--- src/rtl/alu_sequencer.sv ---
// Command FIFO feeding an external combinational ALU: each popped command is held
// on the ALU inputs for SETTLE cycles, then the ALU outputs are captured and held until accepted.
module alu_sequencer #(
    parameter int DEPTH  = 4,
    parameter int SETTLE = 2
) (
    input  logic                      clk,
    input  logic                      rst_n,
    input  logic                      in_valid,
    output logic                      in_ready,
    input  logic [31:0]               in_a,
    input  logic [31:0]               in_b,
    input  logic [2:0]                in_cmd,
    output logic [31:0]               alu_a,
    output logic [31:0]               alu_b,
    output logic [2:0]                alu_cmd,
    input  logic [31:0]               alu_result,
    input  logic                      alu_carryout,
    input  logic                      alu_zero,
    input  logic                      alu_overflow,
    output logic                      out_valid,
    input  logic                      out_ready,
    output logic [31:0]               out_result,
    output logic                      out_carryout,
    output logic                      out_zero,
    output logic                      out_overflow,
    output logic [2:0]                out_cmd,
    output logic [$clog2(DEPTH):0]    count
);

    localparam int AW = $clog2(DEPTH);
    localparam int CW = AW + 1;

    typedef enum logic [1:0] {ST_IDLE, ST_SETTLE, ST_HOLD} state_t;

    state_t          state;
    logic [3:0]      settle_cnt;
    logic [AW-1:0]   wr_ptr;
    logic [AW-1:0]   rd_ptr;
    logic [66:0]     mem [DEPTH];
    logic [66:0]     head;
    logic            push;
    logic            pop;

    assign in_ready = (count < CW'(DEPTH));
    assign push     = in_valid && in_ready;
    // A pop happens only when the FSM is ready to launch the next command.
    assign pop      = (count != '0) &&
                      ((state == ST_IDLE) || ((state == ST_HOLD) && out_ready));
    assign head     = mem[rd_ptr];

    always_ff @(posedge clk) begin
        if (push) begin
            mem[wr_ptr] <= {in_a, in_b, in_cmd};
        end
    end

    always_ff @(posedge clk or negedge rst_n) begin
        if (!rst_n) begin
            wr_ptr <= '0;
            rd_ptr <= '0;
            count  <= '0;
        end else begin
            if (push) begin
                wr_ptr <= wr_ptr + 1'b1;
            end
            if (pop) begin
                rd_ptr <= rd_ptr + 1'b1;
            end
            case ({push, pop})
                2'b10:   count <= count + 1'b1;
                2'b01:   count <= count - 1'b1;
                default: count <= count;
            endcase
        end
    end

    always_ff @(posedge clk or negedge rst_n) begin
        if (!rst_n) begin
            state        <= ST_IDLE;
            settle_cnt   <= '0;
            alu_a        <= '0;
            alu_b        <= '0;
            alu_cmd      <= '0;
            out_valid    <= 1'b0;
            out_result   <= '0;
            out_carryout <= 1'b0;
            out_zero     <= 1'b0;
            out_overflow <= 1'b0;
            out_cmd      <= '0;
        end else begin
            case (state)
                ST_IDLE: begin
                    if (pop) begin
                        alu_a      <= head[66:35];
                        alu_b      <= head[34:3];
                        alu_cmd    <= head[2:0];
                        settle_cnt <= 4'(SETTLE);
                        state      <= ST_SETTLE;
                    end
                end
                ST_SETTLE: begin
                    settle_cnt <= settle_cnt - 1'b1;
                    if (settle_cnt == 4'd1) begin
                        out_result   <= alu_result;
                        out_carryout <= alu_carryout;
                        out_zero     <= alu_zero;
                        out_overflow <= alu_overflow;
                        out_cmd      <= alu_cmd;
                        out_valid    <= 1'b1;
                        state        <= ST_HOLD;
                    end
                end
                ST_HOLD: begin
                    if (out_ready) begin
                        out_valid <= 1'b0;
                        if (pop) begin
                            alu_a      <= head[66:35];
                            alu_b      <= head[34:3];
                            alu_cmd    <= head[2:0];
                            settle_cnt <= 4'(SETTLE);
                            state      <= ST_SETTLE;
                        end else begin
                            state <= ST_IDLE;
                        end
                    end
                end
                default: state <= ST_IDLE;
            endcase
        end
    end

endmodule
--- config.mk ---
export PLATFORM = sky130hd
export DESIGN_NAME = alu_sequencer
export DESIGN_NICKNAME = d
export VERILOG_FILES = /design/src/rtl/alu_sequencer.sv
export SDC_FILE = /design/constraint.sdc
export NUM_CORES = 1
export LEC_CHECK = 0
export ABC_AREA = 1
export CAP_MARGIN = 20
export CORE_ASPECT_RATIO = 1.4
export CORE_MARGIN = 8
export CORE_UTILIZATION = 30
export CTS_BUF_LIST = sky130_fd_sc_hd__clkbuf_4
export DETAILED_ROUTE_END_ITERATION = 8
export GPL_TIMING_DRIVEN = 0
export PLACE_DENSITY = 0.54
export SYNTH_ARGS = -nofsm -noshare
export SYNTH_HDL_FRONTEND = slang
export SYNTH_SLANG_ARGS = --single-unit
--- constraint.sdc ---
create_clock -name clk -period 4.1 [get_ports clk]
set_input_delay 0.41 -clock clk [delete_from_list [all_inputs] [get_ports clk]]
set_output_delay 0.41 -clock clk [all_outputs]
set_load 0.03 [all_outputs]
==> results of run 1 <==
final timing paths:
check	from	to	slack, ns	cells after the start
setup / recovery	state[0]$_DFFE_PN0P_	count[2]$_DFFE_PN0P_	1.53	10
hold / removal	alu_result[17]	out_result[17]$_DFFE_PN0P_	0.14	3
setup reg to reg	state[0]$_DFFE_PN0P_	count[2]$_DFFE_PN0P_	1.53	10
hold reg to reg	alu_b[21]$_DFFE_PN0P_	alu_b[21]$_DFFE_PN0P_	0.48	2
max in group asynchronous	rst_n	alu_a[12]$_DFFE_PN0P_	2.23	4
min in group asynchronous	rst_n	alu_a[8]$_DFFE_PN0P_	0.61	3
worst max-delay path: cells and delay by family, from the launching register on:
kind	cells	cell delay, ns
AOI/OAI and AO/OA	1	0.27
xor gates and xnor gates	1	0.15
adders and majority gates	2	0.60
buffers and inverters	3	0.66
DFF	1	0.41
and+or+nand+nor	3	0.37
cell type report:
class / instances / area [sq um]
flip-flops and latches: 387 / 11000
clock buffers: 141 / 1060
clock inverters: 41 / 307
repair buffers: 235 / 2450
plain buffers: 67 / 375
multi-input cells: 873 / 3580
diodes: 4 / 10.0
inverters: 193 / 727
fillers: 5019 / 31500
well taps: 656 / 821
per-layer routing:
layer / share of wire [%] / up-vias / global-route usage (%)
li1: - / 5515 / -
met1: 40 / 5223 / 15.4
met2: 52 / 258 / 26.3
met3: 5.5 / 60 / 3.72
met4: 2.3 / 4 / 6.44
met5: 0.058 / - / 0
power breakdown:
group | internal, uW | leakage (uW) | switching, uW | total (uW)
Sequential | 5190 | 0.00389 | 414 | 5600
Combinational | 2190 | 0.00455 | 4110 | 6300
Clock | 1910 | 0.000799 | 1580 | 3490
Total | 9290 | 0.00925 | 6110 | 15400
through the flow:
step	hold slack, ns	TNS, ns	setup slack [ns]	instance area (sq um)
3_5_place_dp	0.346	0	0.832	18900
6_report	0.145	0	1.53	20400
5_1_grt	0.0562	0	1.24	20400
2_1_floorplan	0.114	-32.63	-0.122	15700
3_3_place_gp	0.465	-1184.73	-3.41	18700
4_1_cts	0.000826	0	1.38	20300
sequential cells by signal, summed over array words and instances (netlist names), 2 cells and up:
register    cells
mem           268
alu_a          32
alu_b          32
out_result     32
settle_cnt      4
alu_cmd         3
count           3
out_cmd         3
rd_ptr          2
state           2
wr_ptr          2
layout by cell type, fill, tap and decap left out, types with 7 or more instances in the layout:
| master | Yosys | routed |
|---|---|---|
| clkdlybuf4s50_1 | 0 | 214 |
| clkbuf_1 | 20 | 20 |
| inv_1 | 188 | 188 |
| buf_6 | 6 | 7 |
| clkinv_2 | 0 | 11 |
| o21ai_0 | 21 | 21 |
| clkinv_1 | 0 | 23 |
| buf_4 | 11 | 11 |
| dlygate4sd3_1 | 0 | 11 |
| nand2_1 | 730 | 730 |
| edfxtp_1 | 268 | 268 |
| o21ai_1 | 20 | 20 |
| buf_12 | 0 | 8 |
| buf_2 | 29 | 29 |
| ha_1 | 7 | 7 |
| clkbuf_4 | 0 | 141 |
| nand3_1 | 74 | 74 |
| dfrtp_1 | 119 | 119 |
kinds of logic (layout without fill, tap and decap cells):
group / Yosys count / after routing / share of synthesized area [%]
simple gates: 816 / 816 / 20.3
other cells: 0 / 4 / 0
compound gates: 44 / 44 / 1.42
buf+inv: 260 / 677 / 7.03
flops: 387 / 387 / 70.3
xor+xnor: 5 / 5 / 0.279
fa+ha+maj: 8 / 8 / 0.686
timing repair:
item                                    in CTS  in global routing
endpoints found under the hold margin      127                  0
resized for setup                            0                  0
hold buffers                                11                  0
endpoints found under the setup margin       0                  0
==> key figures, run 1 <==
Run status
  – Run status: finished, final reports clean

Power
  – Final Power: 15400 uW
  – Power density over the cells: 756 nW/um^2
  – Static Leakage: 0.00925 uW
  – VDD IR max: 0.339 mV

Setup path
  – CP max stage cell: dfrtp_1
  – CP peak stage delay: 0.41 ns
  – Kind of critical path: register to register
  – CP max FO: 10
  – Worst EP required: 4.81 ns
  – Worst Setup Start Kind: register
  – Worst Setup End Kind: register
  – Crit path cell chain: a21oi_1 > nand2_2 > inv_2 > buf_2 > ha_1 > inv_1 > fa_1 > nand2_1 > nand3b_1 > xor2_1
  – WP data arrival: 3.28 ns

Clock network
  – Post-CTS setup buffers: 0
  – Clock sinks: 387
  – Worst skew pair latency: 0.82 ns
  – # H-tree levels: 3
  – CTS clk-pin slew, worst paths: 0.07 ns
  – Max Root-Sink Buffers: 3
  – CTS Buf Count: 97
  – Root Buffer Master: clkbuf_4
  – CTS tree: done

Timing
  – Setup violations, final: 0
  – Clk_skew: 0.0418 ns
  – Rel. slew slack: 38.0%
  – Slew Limit Fails: 0
  – Fin. Hold Viols: 0
  – Tmin final: 2.57 ns
  – Least-Margin Pin Slew: 0.928 ns
  – Fmax: 389 MHz
  – Period Utilization, post-route: 62.7%
  – RSZ-0062 raised after global routing: no

GRT
  – Total global-route track usage: 14.4%
  – Antenna violations before repair: 6
  – First-pass GRT wire length: 66300 microns
  – Largest net degree at the start of global routing: 87
  – Total grt overflow: 0
  – Vias in the first global route: 11608

Routing
  – Via/cell ratio: 4.26
  – Final WL: 42800 microns
  – Via count: 11060
  – Pre-antenna DRT Iters: 5
  – Initial drt markers: 533
  – DR WL/cell: 16.5 microns
  – DRC: 0
  – Post-detailed-route count of antenna-violating nets: 0

Finish
  – Finished Core Util: 39.2%
  – Net count, final: 1968
  – Area Overhead vs Synth: 29.8%
  – Fin cells: 2597
  – Share of cells above drive strength 1: 11.8%

Yosys
  – FFs w/ async S/R, synth: 30.7%
  – Synth area leaders: edfxtp_1, dfrtp_1, nand2_1, inv_1, nand3_1
  – Biggest area consumer among synthesized cells: edfxtp_1
  – Post-synth top flop: edfxtp_1
  – Post-synthesis cell area: 15700 sq um
  – Share of the synthesized area in the top cell type: 51.3%
  – Seq cells post-synth: 387
  – Yosys warns: 0
  – Seq/Total Area, Yosys: 70.3%
  – Top-count cell post-synth: nand2_1
  – Post-Syn Instances: 1520
  – Synth cell types: 25
  – Syn Nets: 1634
  – Syn_area_per_cell: 10.3 sq um
  – Post-synth EDFFs: 268
  – Synth cell count leaders: nand2_1, edfxtp_1, inv_1

Floorplan
  – Die height: 287 microns
  – Core area: 51900 sq um
  – IO Pins: 216
  – # rows: 99
  – Die area: 59900 sq um
  – Die width: 209 microns
  – Initial core utilization: 30.2%

Placement
  – Placed cell count: 2400
  – Post-DP HPWL: 28600 microns
  – Buffers on Ports: 215
  – Routability Congestion: 0.737

Run
  – Max Cap Viol: 0

Min path
  – HP Class: primary input to register
No activity file was read; power rests on OpenSTA's default activity.
==> run 2: changes to the inputs <==
--- a/config.mk
+++ b/config.mk
@@ -13,7 +13,7 @@
 export CTS_BUF_LIST = sky130_fd_sc_hd__clkbuf_4
 export DETAILED_ROUTE_END_ITERATION = 8
 export GPL_TIMING_DRIVEN = 0
-export PLACE_DENSITY = 0.54
+export PLACE_DENSITY = 0.52
 export SYNTH_ARGS = -nofsm -noshare
 export SYNTH_HDL_FRONTEND = slang
 export SYNTH_SLANG_ARGS = --single-unit
==> constraint.sdc (replaced) <==
create_clock -name clk -period 2.7 [get_ports clk]
set_input_delay 0.27 -clock clk [delete_from_list [all_inputs] [get_ports clk]]
set_output_delay 0.27 -clock clk [all_outputs]
set_load 0.03 [all_outputs]
==> key figures, run 2 (synthesis gave the netlist of run 1 again) <==
Routing
  – Via count: 11390
  – Initial drt markers: 517
  – Via/cell ratio: 4.27
  – Pre-antenna DRT Iters: 5
  – DR WL/cell: 16.5 microns
  – Final WL: 44000 microns
  – Post-detailed-route count of antenna-violating nets: 0
  – DRC: 0

Setup path
  – WP data arrival: 3.00 ns
  – CP max stage cell: nor2_4
  – Crit path cell chain: inv_2 > nand2_1 > nor2_4 > buf_12 > buf_12
  – RR Endpoint: mem[1][5]$_DFFE_PP_
  – RR Startpoint: count[2]$_DFFE_PN0P_
  – Most used cell, CP: buf_12
  – Setup slack, reg-to-reg: 0.19 ns
  – CP max FO: 23
  – Worst EP required: 3.19 ns
  – Kind of critical path: register to register
  – R2R depth: 5
  – Worst Setup Start Kind: register
  – Worst Setup End Kind: register
  – CP peak stage delay: 0.83 ns

Power
  – Sw Share: 39.6%
  – Clock power share: 23.1%
  – Final Power: 23800 uW
  – Static Leakage: 0.00958 uW
  – Power density over the cells: 1120 nW/um^2
  – Seq pwr share: 35.9%
  – Internal power: 14400 uW
  – Switch Pwr: 9400 uW
  – VDD IR max: 0.429 mV
  – Logic pwr share: 41.0%

Run status
  – Run status: finished, final reports clean

Finish
  – Fillers: 5021
  – Most frequent cells in the layout: nand2_1, edfxtp_1, clkdlybuf4s50_1, inv_1, clkbuf_4
  – Area Overhead vs Synth: 35.2%
  – Finished Core Util: 40.8%
  – Net count, final: 2042
  – Commonest non-fill, non-tap cell in the layout: nand2_1
  – Largest register by flop count: mem
  – Largest register FFs: 268
  – Final non-filler cell area: 21200 sq um
  – Share of cells above drive strength 1: 11.1%

Floorplan
  – IO Pins: 216
  – Die height: 287 microns
  – Die width: 209 microns
  – Initial core utilization: 30.2%
  – Die area: 59900 sq um
  – Core area: 51900 sq um
  – # rows: 99

GRT
  – Vias in the first global route: 11829
  – Antenna violations before repair: 3
  – Largest net degree at the start of global routing: 80
  – Total grt overflow: 0
  – First-pass GRT wire length: 68400 microns
  – Total global-route track usage: 14.9%

Timing
  – Least-Margin Pin Slew: 0.930 ns
  – RSZ-0062 raised after global routing: no
  – Setup violations, final: 0
  – Slew Limit Fails: 0
  – Clk_skew: 0.0492 ns
  – Fin. Hold Viols: 0
  – Tmin final: 2.51 ns
  – Rel. slew slack: 37.9%
  – Fmax: 399 MHz
  – Period Utilization, post-route: 92.8%

Placement
  – Buffers on Ports: 215
  – DP Area: 18900 sq um
  – Post-DP HPWL: 29400 microns
  – Routability Congestion: 0.751

Clock network
  – Worst skew pair latency: 0.84 ns
  – # H-tree levels: 3
  – Max Root-Sink Buffers: 3
  – CTS tree: done
  – Clock sinks: 387
  – Post-CTS setup buffers: 0
  – CTS clk-pin slew, worst paths: 0.06 ns
  – CTS Buf Count: 97
  – Root Buffer Master: clkbuf_4

Run
  – Max Cap Viol: 0

Min path
  – Hold path cells: 1
  – Hold path start: in_b[31]
  – HP Class: primary input to register
  – Hold Path End: mem[1][34]$_DFFE_PP_
-- run 2: layer usage --
metal  wire length, microns  up-vias  track usage (%)
li1                       -     5650                -
met1                  17700     5349             16.8
met2                  22700      305             26.4
met3                   2310       84             3.34
met4                   1270        2             6.78
met5                     10        -                0
-- run 2: stage by stage --
stage                     worst slack, ns  hold WS (ns)  TNS (ns)  cells
after floorplan                    -0.441       -0.0256   -118.31   1520
after global placement              -3.85         0.467  -1063.18   2391
after detailed placement           -0.356         0.235     -2.75   2402
after CTS                         0.00100      0.000596         0   2665
after global routing               0.0385        0.0475         0   2665
final                               0.194         0.101         0   2665
-- run 2: area by class of cell --
type	instances	area, sq um	area share (%)
inverters	193	729	3.44
well taps	656	821	3.87
multi-input cells	873	3590	16.9
clock buffers	132	991	4.67
flip-flops and latches	387	11000	52.0
plain buffers	66	370	1.75
clock inverters	47	408	1.92
diodes	1	2.50	0.0118
repair buffers	310	3260	15.4
-- run 2: how the worst max path moves through the flow --
stage / start / end / slack (ns) / cells after the start
final: count[2]$_DFFE_PN0P_ / mem[1][5]$_DFFE_PP_ / 0.19 / 5
after floorplan: count[2]$_DFFE_PN0P_ / mem[0][0]$_DFFE_PP_ / -0.44 / 3
after global routing: count[2]$_DFFE_PN0P_ / mem[1][5]$_DFFE_PP_ / 0.04 / 5
after detailed placement: out_ready / count[2]$_DFFE_PN0P_ / -0.36 / 13
after global placement: rst_n / alu_b[12]$_DFFE_PN0P_ / -3.85 / 1
after CTS: state[0]$_DFFE_PN0P_ / count[2]$_DFFE_PN0P_ / 0.001 / 11
-- run 2: repair_timing --
action	4_1_cts	5_1_grt
gates resized for setup	0	3
setup endpoints to repair	0	2
hold endpoints to repair	321	0
hold buffers	84	0
-- run 2: power groups by stage --
stage | logic [uW] | registers [uW] | clock network [uW]
after floorplan | 4230 | 10100 | 0
after global placement | 9610 | 8710 | 0
after detailed placement | 9890 | 8650 | 0
after CTS | 10000 | 8540 | 5710
after global routing | 10900 | 8680 | 6010
final | 9760 | 8530 | 5490
-- run 2: critical path: cells and delay by family, from the launching register on --
family / cells / cell delay [ns]
flops: 1 / 0.39
simple gates: 2 / 1.14
buf+inv: 3 / 0.60
==> run 3: changes to the inputs <==
--- a/config.mk
+++ b/config.mk
@@ -8,12 +8,12 @@
 export ABC_AREA = 1
 export CAP_MARGIN = 20
 export CORE_ASPECT_RATIO = 1.4
-export CORE_MARGIN = 8
+export CORE_MARGIN = 2
 export CORE_UTILIZATION = 30
 export CTS_BUF_LIST = sky130_fd_sc_hd__clkbuf_4
 export DETAILED_ROUTE_END_ITERATION = 8
 export GPL_TIMING_DRIVEN = 0
-export PLACE_DENSITY = 0.52
+export PLACE_DENSITY_LB_ADDON = 0.05
 export SYNTH_ARGS = -nofsm -noshare
 export SYNTH_HDL_FRONTEND = slang
 export SYNTH_SLANG_ARGS = --single-unit
==> key figures, run 3 (synthesis gave the netlist of run 1 again) <==
GRT
  – First-pass GRT wire length: 68000 microns
  – Largest net degree at the start of global routing: 64
  – Total global-route track usage: 16.8%
  – Vias in the first global route: 11650
  – Total grt overflow: 0
  – Antenna violations before repair: 3

Timing
  – Tmin final: 2.53 ns
  – Fin. Hold Viols: 0
  – Slew Limit Fails: 0
  – Fmax: 395 MHz
  – WHS: 0.110 ns
  – Period Utilization, post-route: 93.8%
  – Setup violations, final: 0
  – Clk_skew: 0.0409 ns
  – Rel. slew slack: 43.6%
  – RSZ-0062 raised after global routing: no
  – Setup ws final: 0.167 ns
  – Least-Margin Pin Slew: 0.844 ns
  – Setup_tns: 0 ns

Setup path
  – WP data arrival: 3.24 ns
  – Kind of critical path: primary input to register
  – Worst EP required: 3.40 ns
  – Worst Setup End Kind: register
  – CP max FO: 10
  – Worst Setup Start Kind: primary input

Finish
  – Fin cells: 2642
  – Largest register by flop count: mem
  – Share of cells above drive strength 1: 12.2%
  – Net count, final: 2015
  – Largest register FFs: 268
  – Commonest non-fill, non-tap cell in the layout: nand2_1
  – Area Overhead vs Synth: 32.5%
  – Most frequent cells in the layout: nand2_1, edfxtp_1, clkdlybuf4s50_1, inv_1, clkbuf_4

Floorplan
  – Die area: 54100 sq um
  – Core area: 51900 sq um
  – # rows: 99
  – Die height: 275 microns
  – Initial core utilization: 30.2%
  – IO Pins: 216
  – Die width: 197 microns

Routing
  – DR WL/cell: 16.8 microns
  – Initial drt markers: 369
  – Wl on met1: 18700 microns
  – Top sig layer: met5
  – Final WL: 44400 microns
  – Via count: 11189
  – DRC: 0
  – Post-detailed-route count of antenna-violating nets: 0
  – Met2 wire len: 22700 microns
  – Via/cell ratio: 4.24
  – Pre-antenna DRT Iters: 6
  – Met3 WL post-DR: 2010 microns

Clock network
  – Post-CTS setup buffers: 0
  – Root Buffer Master: clkbuf_4
  – # H-tree levels: 3
  – CTS clk-pin slew, worst paths: 0.07 ns
  – Max Root-Sink Buffers: 3
  – Worst skew pair latency: 0.81 ns
  – CTS Buf Count: 101
  – Post_cts resized: 0
  – Clock sinks: 387
  – CTS tree: done

Power
  – Final Power: 23400 uW
  – VDD IR max: 0.484 mV
  – Power density over the cells: 1130 nW/um^2
  – Static Leakage: 0.00945 uW

Placement
  – Placed cell count: 2402
  – Post-DP HPWL: 28700 microns
  – Routability Congestion: 0.692
  – Post-place setup slack: -0.105 ns
  – Buffers on Ports: 215

Run
  – Max Cap Viol: 0

Run status
  – Run status: finished, final reports clean

Min path
  – HP Class: primary input to register
run 3: area by class of cell:
class	count	area, sq um
Fill cell	5200	31100
Sequential cell	387	11000
Multi-Input combinational cell	873	3580
Timing Repair Buffer	278	2920
Clock buffer	167	1250
Tap cell	656	821
Inverter	193	727
Buffer	67	375
Clock inverter	19	75.1
Antenna cell	2	5.00
run 3: timing repair:
action                     in CTS  in global routing
hold buffers                   52                  0
setup endpoints to repair       0                  0
hold endpoints to repair      192                  0
run 3: per-layer routing:
metal | vias to the layer above | global-route usage [%]
met1 | 5284 | 19.4
met5 | - | 0
met2 | 248 | 30.2
li1 | 5593 | -
met4 | 2 | 6.75
met3 | 62 | 3.53
run 3: worst paths after layout:
check / end / from / slack [ns] / cells past startpoint
worst min-delay path: mem[1][48]$_DFFE_PP_ / in_a[13] / 0.11 / 1
worst min register to register: alu_b[21]$_DFFE_PN0P_ / alu_b[21]$_DFFE_PN0P_ / 0.48 / 2
min in group asynchronous: out_overflow$_DFFE_PN0P_ / rst_n / 0.60 / 3
worst max-delay path: count[2]$_DFFE_PN0P_ / out_ready / 0.17 / 13
max in group asynchronous: out_result[9]$_DFFE_PN0P_ / rst_n / 0.84 / 4
worst max register to register: mem[2][4]$_DFFE_PP_ / count[2]$_DFFE_PN0P_ / 0.25 / 5
run 3: power breakdown:
group	switching, uW	internal [uW]	leakage [uW]
sequential	594	7880	0.00389
clock	2410	2770	0.000808
combinational	6360	3390	0.00475
total	9370	14000	0.00945
run 3: metrics by stage:
| stage | cell area, sq um | utilization, % |
|---|---|---|
| floorplan | 15700 | - |
| global placement | 18700 | 36.0 |
| detailed placement | 18900 | 36.5 |
| CTS | 20800 | 40.0 |
| global route | 20800 | 40.0 |
| finish | 20800 | 40.0 |
run 3: worst max-delay path, cell delays in order:
cell,delay [ns]
dlygate4sd3_1,0.54
clkdlybuf4s50_1,0.50
inv_1,0.06
a21oi_1,0.14
nand2_2,0.16
inv_2,0.23
buf_2,0.33
ha_1,0.22
inv_1,0.07
fa_1,0.38
nand2_1,0.08
nand3b_1,0.09
xor2_1,0.14
==> variant 1: new RTL, config.mk and constraints of run 2 <==
Re-encode `state_t` (3 states) as one-hot, 3 bits wide.
--- a/src/rtl/alu_sequencer.sv
+++ b/src/rtl/alu_sequencer.sv
@@ -31,7 +31,7 @@
     localparam int AW = $clog2(DEPTH);
     localparam int CW = AW + 1;
 
-    typedef enum logic [1:0] {ST_IDLE, ST_SETTLE, ST_HOLD} state_t;
+    typedef enum logic [2:0] {ST_IDLE = 3'b001, ST_SETTLE = 3'b010, ST_HOLD = 3'b100} state_t;
 
     state_t          state;
     logic [3:0]      settle_cnt;
Formal check against the unedited RTL: same outputs for any inputs over 4 cycles, from zero or initial values and one cycle with rst_n low; so few cycles prove little.
==> variant 1 against run 2 <==
  * Final area is 7.9% lower
  * Routed wire length is 4.8% lower
  * First-iteration DRC count is 27% lower
  * Synthesized area is 6.5% lower
  * Power is 3.5% lower
  * Setup slack better by 0.022 ns
  * Hold slack better by 0.016 ns
  * Sequential cell count is 1 higher
  * Clock skew is 0.0066 ns higher
  * Critical path type unchanged
==> variant 1: results (changes against run 2) <==
status=finished, final reports clean; Critical Path Source Type=flip-flop; multiplexer area fraction after synthesis=0% (unchanged); main combinational cell family by area after synthesis=simple AND/OR/NAND/NOR gates; post-route worst setup slack=0.216 ns (+0.0217 ns); global-route wire length before repair=63.9 mm (-6.5%); Primary FF master, synth=edfxtp_1; clk slew on worst S/H paths=0.06 ns (about the same); DR pass1 iterations=5 (unchanged); fillers=4,742 (-5.6%); clock skew=0.0557 ns (+0.00657 ns); Max Root-Sink Buffers=3 (unchanged); Reg2Reg Depth=10 (+5); vias in the first global route=10.8k (-8.3%); initial antenna violation count=8 (+5); worst-path cell with the longest stage delay=dfstp_2; Final Net Count=1,655 (-19%); Crit path max-delay family=flip-flops; Final GP Congestion=0.748 (-0.33%); clk_lat worst skew=0.78 ns (-0.06 ns); Mapped Nets=1,299 (-21%); Reg with most FFs=mem; Post-Synth Adder-Cell Area=0.734% (+0.048 points); H-tree levels=3 (unchanged); Synth Area in Compound Gates=9.21% (+7.8 points); largest fanout on the critical path=18 (-22%); Critical Path Sink=count[2]; worst slew pin tran=0.908 ns (-0.0223 ns); leak pwr=7.59 nW (-21%); Post-DP HPWL=27.9 mm (-5.1%); IO Port Bufs=215 (unchanged); reg2reg start=state[0]; Async SR Flop Fraction=30.9% (+0.18 points); Yosys warnings=0 (unchanged); pre-CTS WS=-0.430 ns (-0.0748 ns); Hold Path Class=in -> reg; gr usage total=14.9% (about the same); starting DRC count in detailed routing=378 (-27%); ANT nets after route=0 (unchanged); top cells by count, synth=edfxtp_1 (268), nand2_1 (253), o21ai_0 (148); root buf cell=clkbuf_4; Yosys cell types=27 (+8.0%); total CTS buffers=95 (-2.1%); Post-synth EDFFs=268 (unchanged); Hold Startpoint=alu_result[10]; Post-Synth XOR/XNOR Area=0.299% (+0.020 points); CP max stage delay=0.58 ns (-0.25 ns); data arrival time of the critical path=3.14 ns (+0.14 ns); pin count of the biggest net entering global routing=90 (+13%); sequential fraction of the synthesis area=75.4% (+5.1 points); max FFs per register=268 (unchanged); Synth area leaders=edfxtp_1 (55%), dfrtp_1 (20%), nand2_1 (6.5%); maximum vdd drop=0.520 mV (+21%); drt total wl=41.9 mm (-4.8%); share of layout cells above drive strength 1=12.6% (+1.6 points); total number of vias=10.2k (-10%)
==> variant 1: cell types whose count changed after synthesis, moves of 3 or more <==
cell,change
buf_6,-3
o21ai_1,+12
buf_4,-5
inv_1,-130
nand3_1,-69
o21ai_0,+127
buf_2,-16
clkbuf_1,+19
nor2_1,+137
nand2_1,-477
o22ai_1,+69
==> variant 1: layer usage <==
layer,global-route usage [%],up-vias,routed length (µm)
li1,-,4889,-
met1,16.6,4957,16700
met2,26.2,303,21500
met3,4.17,71,2540
met4,6.17,6,1060
met5,0,-,41
==> variant 1: logic make-up (layout without fill, tap and decap cells) <==
group | Yosys count | after routing
AO/OA/AOI/OAI | 252 | 252
XOR/XNOR | 5 | 5
adder cells (fa/ha/maj) | 8 | 8
buffers and inverters | 125 | 561
flip-flops | 388 | 388
other | 0 | 5
AND/OR/NAND/NOR | 407 | 407
==> variant 1: worst min path at each step <==
| stage | endpoint | slack [ns] | cells past startpoint |
|---|---|---|---|
| final | out_result[10] | 0.12 | 3 |
| after global routing | mem[0][34] | 0.04 | 1 |
| after CTS | out_result[12] | 0.006 | 3 |
| after detailed placement | count[0] | 0.19 | 1 |
| after global placement | alu_b[27] | 0.46 | 2 |
| after floorplan | alu_a[0] | -0.03 | 0 |
==> variant 1: layout make-up <==
type                    count  area share (%)
inverters                  60            1.19
clock inverters            27           0.814
flip-flops and latches    388            56.6
plain buffers              64            1.55
clock buffers             150            5.77
repair buffers            260            14.0
diodes                      5          0.0641
well taps                 637            4.08
multi-input cells         672            15.9
==> variant 1: tightest hold or removal path, stage by stage <==
cell and delay [ns]:
clkdlybuf4s50_1 0.41, inv_1 0.06, o21ai_1 0.06
==> variant 1: report_power, final <==
| part | internal (mW) | switching, mW |
|---|---|---|
| clock network | 2.72 | 2.30 |
| logic | 3.23 | 6.15 |
| registers | 7.92 | 0.613 |
| total | 13.9 | 9.06 |
==> variant 1: what timing repair did <==
action                                  in CTS  in global routing
hold endpoints to repair                   150                  0
buffers inserted                             0                  0
endpoints found under the setup margin       2                  1
hold buffers                                34                  0
resized for setup                            1                  2
==> variant 1: stage by stage <==
| stage | setup TNS [ns] | utilization, % | std cells | instance area [µm²] | hold WS, ns |
|---|---|---|---|---|---|
| after floorplan | -156.26 | - | 1185 | 14700 | -0.0256 |
| after global placement | -1079.17 | 36.2 | 2037 | 17600 | 0.463 |
| after detailed placement | -0.632 | 36.7 | 2048 | 17900 | 0.191 |
| after CTS | 0 | 40.1 | 2258 | 19500 | 0.00581 |
| after global routing | 0 | 40.1 | 2261 | 19500 | 0.0411 |
| final | 0 | 40.1 | 2263 | 19500 | 0.117 |
==> variant 2: new RTL, settings of run 2 <==
Without the edit above. Change the parameter `DEPTH` from 4 to 8.
--- a/src/rtl/alu_sequencer.sv
+++ b/src/rtl/alu_sequencer.sv
@@ -1,7 +1,7 @@
 // Command FIFO feeding an external combinational ALU: each popped command is held
 // on the ALU inputs for SETTLE cycles, then the ALU outputs are captured and held until accepted.
 module alu_sequencer #(
-    parameter int DEPTH  = 4,
+    parameter int DEPTH  = 8,
     parameter int SETTLE = 2
 ) (
     input  logic                      clk,
Ports: changed (resized count); port bits go from 216 to 217. No check against the original RTL was run, so the function may have changed too.
==> variant 2 against run 2 <==
  * Sequential share of layout area is 5.6 points higher
  * Power increased by 56%
  * Hold slack better by 0.023 ns
  * Synthesized area rose by 66%
  * Final area is 57% higher
  * Global-route usage grew 0.82 points
  * Critical path depth grew 5
  * Sequential cell count up 271
  * Setup slack got worse by 0.025 ns
  * Clock skew decreased by 0.0058 ns
  * Routed wire length is 74% higher
  * Fmax decreased by 0.98%
==> variant 2: results (changes against run 2) <==
reg2reg start=state[1]; Comb pwr share=40.2% (-0.8 points); Placed Instances=3,389 (+41%); status=finished, final reports clean; met2 Track Usage GR=28.6% (+2.3 points); register area=0.0191 mm² (+74%); Non-CTS buffers=461 (+23%); diodes inserted=8 (+7); Synth Area in Compound Gates=6.19% (+4.8 points); Syn Area/Cell=12.6 µm² (+22%); metal1 wirelength=29.5 mm (+67%); H-tree levels=4 (+1); Clock buffer cells=241 (+83%); IO Port Bufs=216 (+0.47%); final hold slack=0.124 ns (+0.0231 ns); Synth area leaders=edfxtp_1 (62%), dfrtp_1 (12%), nor2_1 (5.1%); met3 usage=4.02% (+0.68 points); met3 WL=4.78 mm (+110%); sequential fraction of the synthesis area=73.7% (+3.4 points); Post-Synth Adder-Cell Area=0.337% (-0.35 points); DR pass1 iterations=7 (+2); Post-DP Area=0.0300 mm² (+58%); leak pwr=12.2 nW (+28%); fraction of standard cell area in multi-input logic=17.7% (+0.73 points); pin count of the biggest net entering global routing=84 (+5.0%); Clock-cell share=6.49% (-0.11 points)
variant 2: cell count changes after synthesis, sizes merged, moves of 42 or more:
cell | run 2 | this run
o211ai | 0 | 51
nor2 | 7 | 419
inv | 193 | 85
nand3 | 75 | 207
o21ai | 41 | 223
edfxtp | 268 | 536
buf | 46 | 88
nand2 | 732 | 219
variant 2: worst max-delay path by stage:
stage	start	endpoint	depth (start not counted)
after floorplan	count[3]	mem[1][0]	5
after global placement	rst_n	out_result[9]	1
after detailed placement	out_ready	count[2]	13
after CTS	count[3]	mem[3][46]	7
after global routing	state[1]	count[2]	10
final	state[1]	count[2]	10
variant 2: repair_timing:
action | in CTS | in global routing
gates cloned | 0 | 0
endpoints found under the hold margin | 678 | 0
setup endpoints to repair | 5 | 1
gates resized for setup | 4 | 1
hold buffers | 106 | 0
